==> src/rtl/hwag_angle_gen.sv <==
// Crank angle generator: subdivides each tooth pitch into 2^STEP_LOG2 time-interpolated
// steps, extrapolates across the missing-tooth gap and re-anchors on every tooth edge.
module hwag_angle_gen #(
    parameter int PCNT_WIDTH  = 24,
    parameter int TCNT_WIDTH  = 6,
    parameter int STEP_LOG2   = 6,
    parameter int TOOTH_TOP   = 57,
    parameter int GAP_TEETH   = 3,
    parameter int ANGLE_WIDTH = 12
) (
    input  logic                   clk,
    input  logic                   rst,
    input  logic                   edge_in,
    input  logic                   sync,
    input  logic                   ena,
    input  logic [PCNT_WIDTH-1:0]  period,
    output logic [ANGLE_WIDTH-1:0] angle,
    output logic                   angle_tick,
    output logic [TCNT_WIDTH-1:0]  tooth,
    output logic                   running,
    output logic                   stall,
    output logic                   lost_sync
);

    localparam int STEPS     = 1 << STEP_LOG2;
    localparam int SUB_WIDTH = $clog2(GAP_TEETH * STEPS);
    localparam logic [SUB_WIDTH-1:0]  CAP_NORM   = SUB_WIDTH'(STEPS - 1);
    localparam logic [SUB_WIDTH-1:0]  CAP_GAP    = SUB_WIDTH'(GAP_TEETH * STEPS - 1);
    localparam logic [TCNT_WIDTH-1:0] TOOTH_LAST = TCNT_WIDTH'(TOOTH_TOP);

    typedef enum logic [1:0] {
        IDLE,
        WAIT_SYNC,
        RUN
    } state_t;

    state_t                 state_q, state_d;
    logic                   edge_q, sync_q;
    logic [ANGLE_WIDTH-1:0] angle_q, angle_d;
    logic [TCNT_WIDTH-1:0]  tooth_q, tooth_d;
    logic [SUB_WIDTH-1:0]   sub_q, sub_d;
    logic [PCNT_WIDTH-1:0]  timer_q, timer_d;
    logic                   tick_q, tick_d;
    logic                   stall_q, stall_d;
    logic                   lost_q, lost_d;

    logic [PCNT_WIDTH-1:0]  step_period;
    logic [PCNT_WIDTH-1:0]  timer_reload;
    logic [TCNT_WIDTH-1:0]  tooth_inc;
    logic [ANGLE_WIDTH-1:0] jump_angle;
    logic [SUB_WIDTH-1:0]   cap;
    logic                   at_top;

    // A zero step period would stall the interpolator, so it is clamped to one clock.
    always_comb begin
        step_period  = period >> STEP_LOG2;
        timer_reload = (step_period == '0) ? '0 : step_period - PCNT_WIDTH'(1);
        at_top       = (tooth_q == TOOTH_LAST);
        cap          = at_top ? CAP_GAP : CAP_NORM;
        tooth_inc    = tooth_q + TCNT_WIDTH'(1);
        jump_angle   = ANGLE_WIDTH'(tooth_inc) << STEP_LOG2;
    end

    always_comb begin
        state_d = state_q;
        angle_d = angle_q;
        tooth_d = tooth_q;
        sub_d   = sub_q;
        timer_d = timer_q;
        stall_d = stall_q;
        tick_d  = 1'b0;
        lost_d  = 1'b0;

        if (!ena) begin
            state_d = IDLE;
            angle_d = '0;
            tooth_d = '0;
            sub_d   = '0;
            timer_d = '0;
            stall_d = 1'b0;
        end else begin
            case (state_q)
                IDLE: begin
                    state_d = WAIT_SYNC;
                end
                WAIT_SYNC: begin
                    if (edge_q && sync_q) begin
                        state_d = RUN;
                        angle_d = '0;
                        tooth_d = '0;
                        sub_d   = '0;
                        timer_d = timer_reload;
                        stall_d = 1'b0;
                        tick_d  = 1'b1;
                    end
                end
                RUN: begin
                    // Sync is only credible on the edge that closes the gap.
                    if ((sync_q && !at_top) || (edge_q && at_top && !sync_q)) begin
                        state_d = WAIT_SYNC;
                        angle_d = '0;
                        tooth_d = '0;
                        sub_d   = '0;
                        timer_d = '0;
                        stall_d = 1'b0;
                        lost_d  = 1'b1;
                    end else if (edge_q) begin
                        sub_d   = '0;
                        timer_d = timer_reload;
                        stall_d = 1'b0;
                        tick_d  = 1'b1;
                        if (at_top) begin
                            tooth_d = '0;
                            angle_d = '0;
                        end else begin
                            tooth_d = tooth_inc;
                            angle_d = jump_angle;
                        end
                    end else if (timer_q != '0) begin
                        timer_d = timer_q - PCNT_WIDTH'(1);
                    end else if (sub_q < cap) begin
                        sub_d   = sub_q + SUB_WIDTH'(1);
                        angle_d = angle_q + ANGLE_WIDTH'(1);
                        timer_d = timer_reload;
                        tick_d  = 1'b1;
                    end else begin
                        stall_d = 1'b1;
                    end
                end
                default: begin
                    state_d = IDLE;
                end
            endcase
        end
    end

    always_ff @(posedge clk or negedge rst) begin
        if (!rst) begin
            state_q <= IDLE;
            edge_q  <= 1'b0;
            sync_q  <= 1'b0;
            angle_q <= '0;
            tooth_q <= '0;
            sub_q   <= '0;
            timer_q <= '0;
            tick_q  <= 1'b0;
            stall_q <= 1'b0;
            lost_q  <= 1'b0;
        end else begin
            state_q <= state_d;
            edge_q  <= edge_in;
            sync_q  <= sync;
            angle_q <= angle_d;
            tooth_q <= tooth_d;
            sub_q   <= sub_d;
            timer_q <= timer_d;
            tick_q  <= tick_d;
            stall_q <= stall_d;
            lost_q  <= lost_d;
        end
    end

    assign angle      = angle_q;
    assign angle_tick = tick_q;
    assign tooth      = tooth_q;
    assign running    = (state_q == RUN);
    assign stall      = stall_q;
    assign lost_sync  = lost_q;

endmodule

==> config.mk <==
export PLATFORM = sky130hd
export DESIGN_NAME = hwag_angle_gen
export DESIGN_NICKNAME = d
export VERILOG_FILES = /design/src/rtl/hwag_angle_gen.sv
export SDC_FILE = /design/constraint.sdc
export NUM_CORES = 1
export LEC_CHECK = 0
export CORE_ASPECT_RATIO = 1.25
export CORE_MARGIN = 10
export CORE_UTILIZATION = 45
export DETAILED_ROUTE_END_ITERATION = 10
export MAX_ROUTING_LAYER = met4
export PLACE_DENSITY_LB_ADDON = 0.2
export SKIP_LAST_GASP = 1
export SYNTH_ARGS = -nofsm -noshare
export SYNTH_HDL_FRONTEND = slang
export SYNTH_SLANG_ARGS = --single-unit
==> constraint.sdc <==
create_clock -name clk -period 5.2 [get_ports clk]
set_input_delay 1.3 -clock clk [delete_from_list [all_inputs] [get_ports clk]]
set_output_delay 1.3 -clock clk [all_outputs]
set_load 0.1 [all_outputs]
**Word level (Yosys, flattened, before mapping)**

Index checks and enable logic that the tools add are counted.

- Register bits after elaboration: 57
- Input port bits: 29
- Output and inout bits: 22
- Logic and storage cells: 93

- $add $sub $neg: 5
- $lt $le $gt $ge: 1
- Eq/ne operators: 11
- Mux-type cells: 51
- Reduce and logical (&&, ||, !) cells: 15

Operators with widths:

| kind | number |
|---|---|
| $mux 24 | 7 |
| $mux 12 | 7 |
| $mux 8 | 7 |
| $pmux 24 s2 | 1 |
| $mux 6 | 5 |
| $logic_not 24->1 | 1 |
| $pmux 12 s2 | 1 |
| $reduce_bool 24->1 | 1 |
| $sub 24x1->24 const B | 1 |
| $sub 18x1->19 const B | 1 |
| $pmux 8 s2 | 1 |
| $mux 1 | 15 |
| $add 12x1->12 const B | 1 |
| $pmux 6 s2 | 1 |
| $ne 5x5->1 const B | 2 |
| $add 8x1->8 const B | 1 |
| $lt 8x8->1 | 1 |
| $reduce_and 4->1 | 2 |
| $add 6x1->6 const B | 1 |
| $eq 6x6->1 const B | 1 |
| $mux 2 | 3 |
| $ne 6x2->1 const B | 1 |
| $pmux 2 s3 | 1 |
| $reduce_and 3->1 | 2 |
| other kinds (13) | 18 |

**Longest topological paths before layout**

Gate-level depths: netlist of run 1.

- Depth in word-level cells: 9
- Gate-level depth with buffers: 13
- Gate-level depth less buffers: 11

**Least setup slack after synthesis of run 1**

No wires, ideal clock.

- Kind: flip-flop to flip-flop
- Start: register tooth_q[3], in the netlist tooth[3]
- End: register angle_q[9], in the netlist angle[9]
- Library setup time: 0.127 ns
- Data arrival time: 3.210 ns
- Required time: 5.073 ns
- Path slack: 1.863 ns
- Cell stages (with the launch flop): 13
- Path buffers: 2
- Clock period less this slack: 3.337 ns
- Cell sequence: dfrtp_1 > and4b_1 > and2_4 > buf_6 > inv_1 > ha_1 > a21oi_1 > o21ai_1 > o31a_1 > clkbuf_1 > nor2_1 > and4_1 > nor3_1

- Longest elaborated chain between the ends: 7
- Elaborated cells between the ends (all ways): 17
- Classes of those cells: add/sub: 1; order compare: 1; eq/ne: 3; mux: 6; reduce/logical: 6

RTL lines:

| item | line | source |
|---|---|---|
| start, declared | 40 | `logic [TCNT_WIDTH-1:0] tooth_q, tooth_d;` |
| start signal, assigned | 154 | `tooth_q <= tooth_d;` |
| branches (longest 7 deep; another with $lt 8x8->1) | -- |  |
| end signal, assigned | 153 | `angle_q <= angle_d;` |
| end, declared | 39 | `logic [ANGLE_WIDTH-1:0] angle_q, angle_d;` |

Several ways; the timed one is not identified.
A chain may end at the register's enable or synchronous reset.

**Worst setup path in the final report of run 1**

- Start: register state_q[0]
- End: output running

- Longest elaborated chain between the ends: 1

RTL lines:

| item | line | source |
|---|---|---|
| start, declared | 37 | `state_t state_q, state_d;` |
| start signal, assigned | 150 | `state_q <= state_d;` |
| $eq 2x2->1 | 166 | `assign running = (state_q == RUN);` |
| end, declared | 20 | `output logic running,` |

Every way passes these cells.

==> qor.yml, run 1 <==
status:
  status: "finished clean"
placed_design:
  pre_cts_slack_ps: 1010
  dp_hpwl_mm: 7.81
  dp.cells: 590
  numPortBuffers: 44
  place_congestion: 0.876
sta:
  timing.fmax_mhz: 259
  hold_viol: 0
  setup_viol_count_final: 0
  worst_pin_slew_ps: 973
  grt_setup_unrepaired: "no"
  final.setup.worst_slack_ps: 1330
  finalCriticalPeriod_ps: 3870
  setup-tns-final_ps: 0
  fin_crit_sh_pct: 74.4
  clock_skew_ps: 7.23
  slew_headroom_pct: 34.3
  finalMaxSlewViolations: 0
setup_path:
  crit_type: "reg -> out"
  critPathArrivalTime_ps: 2570
  required_ps: 3900
  cp-start-kind: "register"
  cpMaxStageDelayCell: "clkdlybuf4s50_1"
  crit_path_max_incr_delay_ps: 1240
  crit_fanout: 13
  crit_buf_inv: 2
  crit_path_cell_trace: "inv_1 -> ha_1 -> clkdlybuf4s50_1"
  critPathTopFamily: "buffers and inverters"
  cp-end-kind: "output port"
detailed_routing:
  vias_per_cell: 6.09
  drtIter0Drc: 201
  drcViolationCount: 0
  wl_per_cell_um: 17.5
  ant_nets: 0
  wl_mm: 10.6
  via_count: 3680
  drt_pass1_iterations: 4
synthesis:
  yosysUniqueCellTypes: 61
  synth_nets: 507
  ys.flop_type: "dfrtp_1"
  yosysSeqAreaShare_pct: 36.6
  async_flop_share_pct: 100
  syn-instance-count: 465
  synth-edff-count: 0
  syn_area_per_cell_um2: 8.39
  yosysWarningCount: 0
  syn-cell-area_um2: 3900
  ys_seq_elements: 57
cts:
  clk_pin_slew_ps: 60
  post_cts_resized: 0
  hold_buffers: 0
  cts_made_buffers: 9
  clock_path_buffers: 2
  tritoncts: "yes"
  clock_latency_ps: 360
  post_cts_buffers: 0
  clkSinkCount: 57
  cts-htree-levels: 3
  cts-root-buf: "clkbuf_8"
power:
  internal_power_mw: 0.923
  pwr-share-comb_pct: 38.0
  peakVddDrop_mv: 0.114
  p_sw_mw: 0.678
  power_frac_seq_pct: 36.4
  clkPwrFrac_pct: 25.6
  power_density_nw_per_um2: 349
  p_sw_share_pct: 42.4
  power_leakage_nw: 1.85
  finalPower_mw: 1.60
hold_path:
  min_path_type: "reg -> reg"
global_routing:
  gr-total-overflow: 0
  grt_pass1_wl_mm: 17.4
  grt_usage_pct: 17.7
  grt_pass1_vias: 3560
  antenna_found_initial: 0
  grt_max_degree: 58
die:
  core_area_um2: 8330
  die_w_um: 103
  die_h_um: 124
  dieArea_um2: 12800
  ios: 51
  start_util_pct: 46.8
  rows: 37
run:
  drv_cap: 0
cells_and_area:
  final_layout_size_suffix_gt1_share_pct: 6.31
  diodes: 0
  syn_to_final_growth_pct: 17.4
  final-instance-count-excl-fill: 604
  nNetsFinal: 546
[cells in the mapped netlist (all sizes together), types with 7 or more instances]
cell | count | area (um^2)
a31oi | 10 | 62.6
nand2 | 38 | 145
xnor2 | 11 | 96.3
nor2 | 40 | 150
ha | 13 | 163
o21ai | 51 | 255
nand3 | 33 | 165
buf | 7 | 47.5
o211ai | 7 | 52.6
inv | 18 | 67.6
and3 | 11 | 68.8
clkbuf | 15 | 56.3
nor3 | 18 | 90.1
dfrtp | 57 | 1430
nor4 | 9 | 77.6
xor2 | 19 | 166
a21oi | 30 | 150
nand4 | 8 | 50.1
o31ai | 7 | 66.3
[cell type report]
class | instances | area [um^2]
fillers | 782 | 3750
multi-input cells | 368 | 2300
clock buffers | 10 | 138
clock inverters | 4 | 45.0
repair buffers | 50 | 480
flip-flops and latches | 57 | 1430
inverters | 18 | 67.6
well taps | 97 | 121
[path summary, 6_finish.rpt]
check                                start         end  slack, ps  cells after the start
worst max-delay path            state_q[0]     running       1330                      3
worst min-delay path              sub_q[1]    sub_q[1]        520                      2
worst max register to register    tooth[2]    sub_q[4]       1730                     10
worst min register to register    sub_q[1]    sub_q[1]        520                      2
max in group asynchronous              rst  timer_q[1]       3610                      2
min in group asynchronous              rst    angle[4]       1090                      2
[power groups by stage]
| stage | sequential (mW) | combinational [mW] | clock (mW) |
|---|---|---|---|
| 6_report | 0.583 | 0.608 | 0.410 |
| 2_1_floorplan | 0.659 | 0.360 | 0 |
| 5_1_grt | 0.594 | 0.661 | 0.434 |
| 3_5_place_dp | 0.588 | 0.608 | 0 |
| 4_1_cts | 0.581 | 0.608 | 0.414 |
| 3_3_place_gp | 0.585 | 0.597 | 0 |
[per-stage QoR]
stage,util [%],hold WS (ps),instance area [um^2]
after floorplan,-,468,3900
after global placement,52.8,484,4400
after detailed placement,52.8,503,4400
after CTS,55.0,531,4580
after global routing,55.0,548,4580
final,55.0,523,4580
[state kept, by name, indices dropped and copies added, names as in the netlist]
register / count
timer_q: 24
angle: 12
sub_q: 8
tooth: 6
state_q: 2
angle_tick: 1
edge_q: 1
lost_sync: 1
stall: 1
sync_q: 1
[kinds of logic after synthesis]
group	count (synthesis)	synth area share, %
mux	2	0.641
buf+inv	40	4.39
simple gates	190	25.8
fa+ha+maj	13	4.17
xor+xnor	30	6.73
flops	57	36.6
compound gates	133	21.7
[worst register-to-register path, cell delays in order, from the launching register on]
cell,delay [ps]
dfrtp_1,460
and4b_1,280
and2_4,180
inv_1,70
ha_1,290
a21oi_1,150
o21ai_1,230
o31ai_4,850
nand2_1,370
or4_1,470
nand2_1,80
[cells in the final DEF (no fill, tap or decap), types with 6 or more instances in the layout]
master           instances
o31ai_1                  6
xor2_1                  19
nand2_1                 37
nor3_1                  18
xnor2_1                 11
a21oi_1                 30
nand4_1                  8
nor4_1                   7
o211ai_1                 7
clkbuf_8                10
buf_4                    6
nand3_1                 33
a31oi_1                 10
and3_1                  11
inv_1                   18
dfrtp_1                 57
clkdlybuf4s50_1         43
o21ai_0                 47
ha_1                    13
nor2_1                  40
[metal layers]
metal / GRT usage (%) / up-vias / part of all wire (%)
met4: 8.36 / 0 / 1.9
met2: 30.3 / 98 / 51
met5: - / - / 0
li1: - / 1795 / -
met3: 2.33 / 15 / 3.8
met1: 20.1 / 1772 / 43
Note: power is estimated with default switching activity, not from simulation.
==> run 2, diff against run 1 <==
==> constraint.sdc (replaced) <==
create_clock -name clk -period 3.7 [get_ports clk]
set_input_delay 0.925 -clock clk [delete_from_list [all_inputs] [get_ports clk]]
set_output_delay 0.925 -clock clk [all_outputs]
set_load 0.1 [all_outputs]
==> run 2 against run 1 <==
Against the previous run: highest routed layer unchanged; combinational power increased by 44%; critical endpoint is now timer_q[22]; register-to-register slack worse by 1000 ps; routed wire length shrank 0.51%; non-clock buffer count is 10 higher.
==> qor.yml, run 2 (same netlist as run 1, synthesis figures left out) <==
cts:
  cts_made_buffers: 9
  cts-root-buf: "clkbuf_8"
  clk_pin_slew_ps: 70
  clkSinkCount: 57
  post_cts_resized: 0
  cts-htree-levels: 3
  clock_path_buffers: 2
  tritoncts: "yes"
  clock_latency_ps: 340
  post_cts_buffers: 0
  hold_buffers: 0
sta:
  slew_headroom_pct: 34.8
  setup-tns-final_ps: 0
  grt_setup_unrepaired: "no"
  timing.fmax_mhz: 322
  finalMaxSlewViolations: 0
  finalCriticalPeriod_ps: 3100
  hold_viol: 0
  setup_viol_count_final: 0
  clock_skew_ps: 5.95
  fin_crit_sh_pct: 83.8
  worst_pin_slew_ps: 975
detailed_routing:
  wl_mm: 10.5
  drcViolationCount: 0
  wl_per_cell_um: 17.1
  wl_met1_mm: 4.45
  drtIter0Drc: 236
  via_count: 3730
  wl_met2_mm: 5.41
  vias_per_cell: 6.07
  wl_met3_um: 474
  ant_nets: 0
  top_layer: "met4"
  drt_pass1_iterations: 5
cells_and_area:
  top_register: "timer_q"
  final_layout_size_suffix_gt1_share_pct: 11.4
  multiInputGateArea_um2: 2300
  layout_commonest_cell: "dfrtp_1"
  utilization_pct: 55.5
  nNetsFinal: 556
  syn_to_final_growth_pct: 18.6
  final_area_um2: 4630
  fill_cells: 794
  largest_reg_flops: 24
  regArea_um2: 1430
  diodes: 0
  mostFrequentLayoutCells: "dfrtp_1 (57), o21ai_0 (47), nor2_1 (40)"
placed_design:
  place_congestion: 0.893
  place_area_um2: 4430
  dp_hpwl_mm: 7.93
  numPortBuffers: 44
power:
  pwr-share-comb_pct: 38.1
  power_leakage_nw: 1.94
  finalPower_mw: 2.30
  power_density_nw_per_um2: 496
  internal_power_mw: 1.34
  power_frac_seq_pct: 35.8
  clkPwrFrac_pct: 26.1
  peakVddDrop_mv: 0.166
  p_sw_share_pct: 41.8
  p_sw_mw: 0.959
setup_path:
  cp-end-kind: "register"
  cpMaxStageDelayCell: "nor4_1"
  critPathArrivalTime_ps: 3390
  crit_fanout: 5
  crit_path_max_incr_delay_ps: 500
  required_ps: 3980
  cp-start-kind: "input port"
  crit_type: "in -> reg"
  crit_path_cell_trace: "clkdlybuf4s50_1 -> nor3_1 -> nand4_1 -> nor4_1 -> o221ai_1 -> nor2_1 -> a221o_1"
die:
  dieArea_um2: 12800
  rows: 37
  die_w_um: 103
  die_h_um: 124
  core_area_um2: 8330
  start_util_pct: 46.8
  ios: 51
global_routing:
  grt_max_degree: 58
  gr-total-overflow: 0
  grt_pass1_vias: 3714
  grt_pass1_wl_mm: 17.8
  antenna_found_initial: 0
  grt_usage_pct: 17.8
status:
  status: "finished clean"
run:
  drv_cap: 0
hold_path:
  min_path_type: "reg -> reg"
[run 2: cell types whose count changed in the layout (fill, tap and decap cells not counted)]
cell / change
clkinv_2: -1
clkbuf_8: +1
clkbuf_1: +1
buf_4: +27
clkdlybuf4s50_1: -17
[run 2: area by class of cell]
type | instances | area share, %
Clock buffer | 12 | 3.35
Clock inverter | 3 | 0.865
Inverter | 18 | 1.46
Multi-Input combinational cell | 368 | 49.8
Sequential cell | 57 | 30.8
Tap cell | 97 | 2.62
Timing Repair Buffer | 60 | 11.1
[run 2: worst max-delay path, delay by kind of cell]
family                 cells  cell delay, ps
and+or+nand+nor            4            1490
AOI/OAI and AO/OA          2             510
buffers and inverters      1             450
[run 2: final timing paths]
| kind | startpoint | endpoint | slack (ps) | cells after the start |
|---|---|---|---|---|
| setup / recovery | period[13] | timer_q[22] | 600 | 7 |
| hold / removal | sub_q[0] | sub_q[0] | 520 | 1 |
| setup reg to reg | tooth[2] | timer_q[6] | 730 | 11 |
| hold reg to reg | sub_q[0] | sub_q[0] | 520 | 1 |
| max in group asynchronous | rst | sub_q[6] | 2490 | 2 |
| min in group asynchronous | rst | angle[5] | 730 | 2 |
[run 2: layer usage]
layer	vias up	track usage [%]
met5	-	-
met4	0	6.97
met3	20	3.77
met2	109	30.5
met1	1784	19.7
li1	1817	-
[run 2: power groups by stage]
stage | Combinational [mW] | Sequential (mW) | Clock [mW]
floorplan | 0.506 | 0.926 | 0
global placement | 0.860 | 0.822 | 0
detailed placement | 0.877 | 0.829 | 0
CTS | 0.878 | 0.819 | 0.607
global route | 0.957 | 0.835 | 0.639
finish | 0.874 | 0.822 | 0.599
[run 2: through the flow]
step | hold slack, ps | worst slack, ps | instances
final | 518 | 598 | 615
after global placement | 487 | 300 | 600
after floorplan | 468 | 363 | 465
after detailed placement | 506 | 258 | 600
after CTS | 519 | 619 | 615
after global routing | 544 | 332 | 615
==> run 3, diff against run 2 <==
==> constraint.sdc (replaced) <==
create_clock -name clk -period 2.7 [get_ports clk]
set_input_delay 0.675 -clock clk [delete_from_list [all_inputs] [get_ports clk]]
set_output_delay 0.675 -clock clk [all_outputs]
set_load 0.1 [all_outputs]
==> run 3 against run 2 <==
Against the previous run: non-clock buffer count is 55 higher; global-route usage is 1.7 points higher; combinational power is 54% higher; clock skew is 1.4 ps higher; first-iteration DRC count is 3.4% higher; critical path depth is 4 higher; critical endpoint is now angle[9]; cell area is 10% higher; sequential share of layout area is 2.5 points lower; utilization is 5.8 points higher; sequential power is 37% higher.
==> qor.yml, run 3 (same netlist as run 1, synthesis figures left out) <==
status:
  status: "finished clean"
cells_and_area:
  multiInputGateArea_um2: 2360
  final_area_um2: 5110
  fill_cells: 762
  mostFrequentLayoutCells: "buf_4 (92), dfrtp_1 (51), o21ai_0 (42)"
  utilization_pct: 61.3
  final_layout_size_suffix_gt1_share_pct: 23.0
  layout_commonest_cell: "buf_4"
  largest_reg_flops: 24
  nNetsFinal: 611
  regArea_um2: 1450
  diodes: 0
  syn_to_final_growth_pct: 30.9
  top_register: "timer_q"
detailed_routing:
  wl_per_cell_um: 17.3
  drtIter0Drc: 244
  vias_per_cell: 5.91
  wl_mm: 11.6
  drt_pass1_iterations: 6
  ant_nets: 0
  drcViolationCount: 0
  via_count: 3962
cts:
  cts-htree-levels: 3
  clock_latency_ps: 350
  clkSinkCount: 57
  cts_made_buffers: 9
  cts-root-buf: "clkbuf_8"
  tritoncts: "yes"
  clock_path_buffers: 2
  clk_pin_slew_ps: 70
setup_path:
  crit_fanout: 8
  timing.rr.end: "angle[9]"
  rr_startpoint: "tooth[2]"
  rrSetupSlack_ps: 120
  crit_type: "reg -> reg"
  r2r_cells: 11
  required_ps: 2940
  cp-end-kind: "register"
  critPathArrivalTime_ps: 2820
  cp-start-kind: "register"
placed_design:
  place_area_um2: 4850
  dp_hpwl_mm: 8.82
  numPortBuffers: 44
  pre_cts_slack_ps: -40.2
  place_congestion: 0.962
hold_path:
  min_path_type: "in -> async"
sta:
  slew_headroom_pct: 62.8
  worst_pin_slew_ps: 554
  finalCriticalPeriod_ps: 2580
  final.setup.worst_slack_ps: 119
  clock_skew_ps: 7.38
  grt_setup_unrepaired: "yes"
  setup_viol_count_final: 0
  finalMaxSlewViolations: 0
  fin_crit_sh_pct: 95.6
  hold_viol: 0
  whs_ps: 330
  timing.fmax_mhz: 387
power:
  p_sw_share_pct: 41.2
  power_density_nw_per_um2: 645
  internal_power_mw: 1.94
  clkPwrFrac_pct: 24.7
  p_sw_mw: 1.36
  pwr-share-comb_pct: 41.0
  power_leakage_nw: 2.21
  peakVddDrop_mv: 0.277
  power_frac_seq_pct: 34.3
global_routing:
  grt_pass1_vias: 3955
  antenna_found_initial: 0
  grt_pass1_wl_mm: 19.1
  gr-total-overflow: 0
  grt_max_degree: 32
  grt_usage_pct: 19.5
die:
  start_util_pct: 46.8
  core_area_um2: 8330
  rows: 37
  die_w_um: 103
  die_h_um: 124
  ios: 51
  dieArea_um2: 12800
run:
  drv_cap: 0
==> run 3: cell count changes in the layout (fill, tap and decap cells not counted), sizes merged <==
cell	before	now
clkdlybuf4s50	26	21
buf	34	94
==> run 3: stage by stage <==
stage,std cells,power (mW),setup TNS [ps]
6_report,670,3.29,0
5_1_grt,670,3.49,-28.7
4_1_cts,667,3.27,0
3_5_place_dp,651,2.45,-64.7
3_3_place_gp,651,2.43,-18.8
2_1_floorplan,465,1.98,-189
==> run 3: routing by layer <==
layer,part of all wire [%],GRT usage [%],vias to the layer above,wire (um)
li1,-,-,1924,-
met1,40,20.3,1880,4600
met2,53,34.6,136,6080
met3,5.2,3.49,22,601
met4,2.6,9.32,0,299
met5,0,-,-,0
==> run 3: critical path, cell delays in order, from the launching register on <==
cell     delay [ps]
dfrtp_4         470
and4b_1         260
and2_4          150
inv_1            60
ha_1            300
a21oi_2         190
o21ai_4         120
o31a_1          290
buf_6           160
nor2_4          190
and4_1          220
nor3_1           50
==> run 3: worst max-delay path by stage <==
stage                    start          end  slack, ps  cells after the start
global placement    period[11]   timer_q[0]        -20                      8
detailed placement  period[11]   timer_q[0]        -40                      8
CTS                   tooth[2]   timer_q[3]         20                     11
floorplan             tooth[2]     sub_q[4]        -70                     11
finish                tooth[2]     angle[9]        120                     11
global route          tooth[2]  timer_q[22]        -30                     11
==> run 3: area by class of cell <==
cell class | instances | area share, %
clock buffer | 12 | 3.04
clock inverter | 3 | 0.784
inverter | 18 | 1.32
multi-input combinational | 368 | 46.2
sequential | 57 | 28.4
tap | 97 | 2.38
timing repair buffer | 115 | 18.0
==> run 3: timing repair <==
action | 4_1_cts | 5_1_grt
hold buffers | 0 | 0
resized for setup | 1 | 10
setup buffers | 1 | 3
pin swaps | 1 | 4
endpoints found under the setup margin | 4 | 20
==> run 3: power by group through the flow <==
stage / logic (mW) / clock network [mW] / registers (mW)
global placement: 1.29 / 0 / 1.13
CTS: 1.33 / 0.827 / 1.12
floorplan: 0.711 / 0 / 1.27
global route: 1.48 / 0.862 / 1.15
finish: 1.35 / 0.813 / 1.13
detailed placement: 1.32 / 0 / 1.14
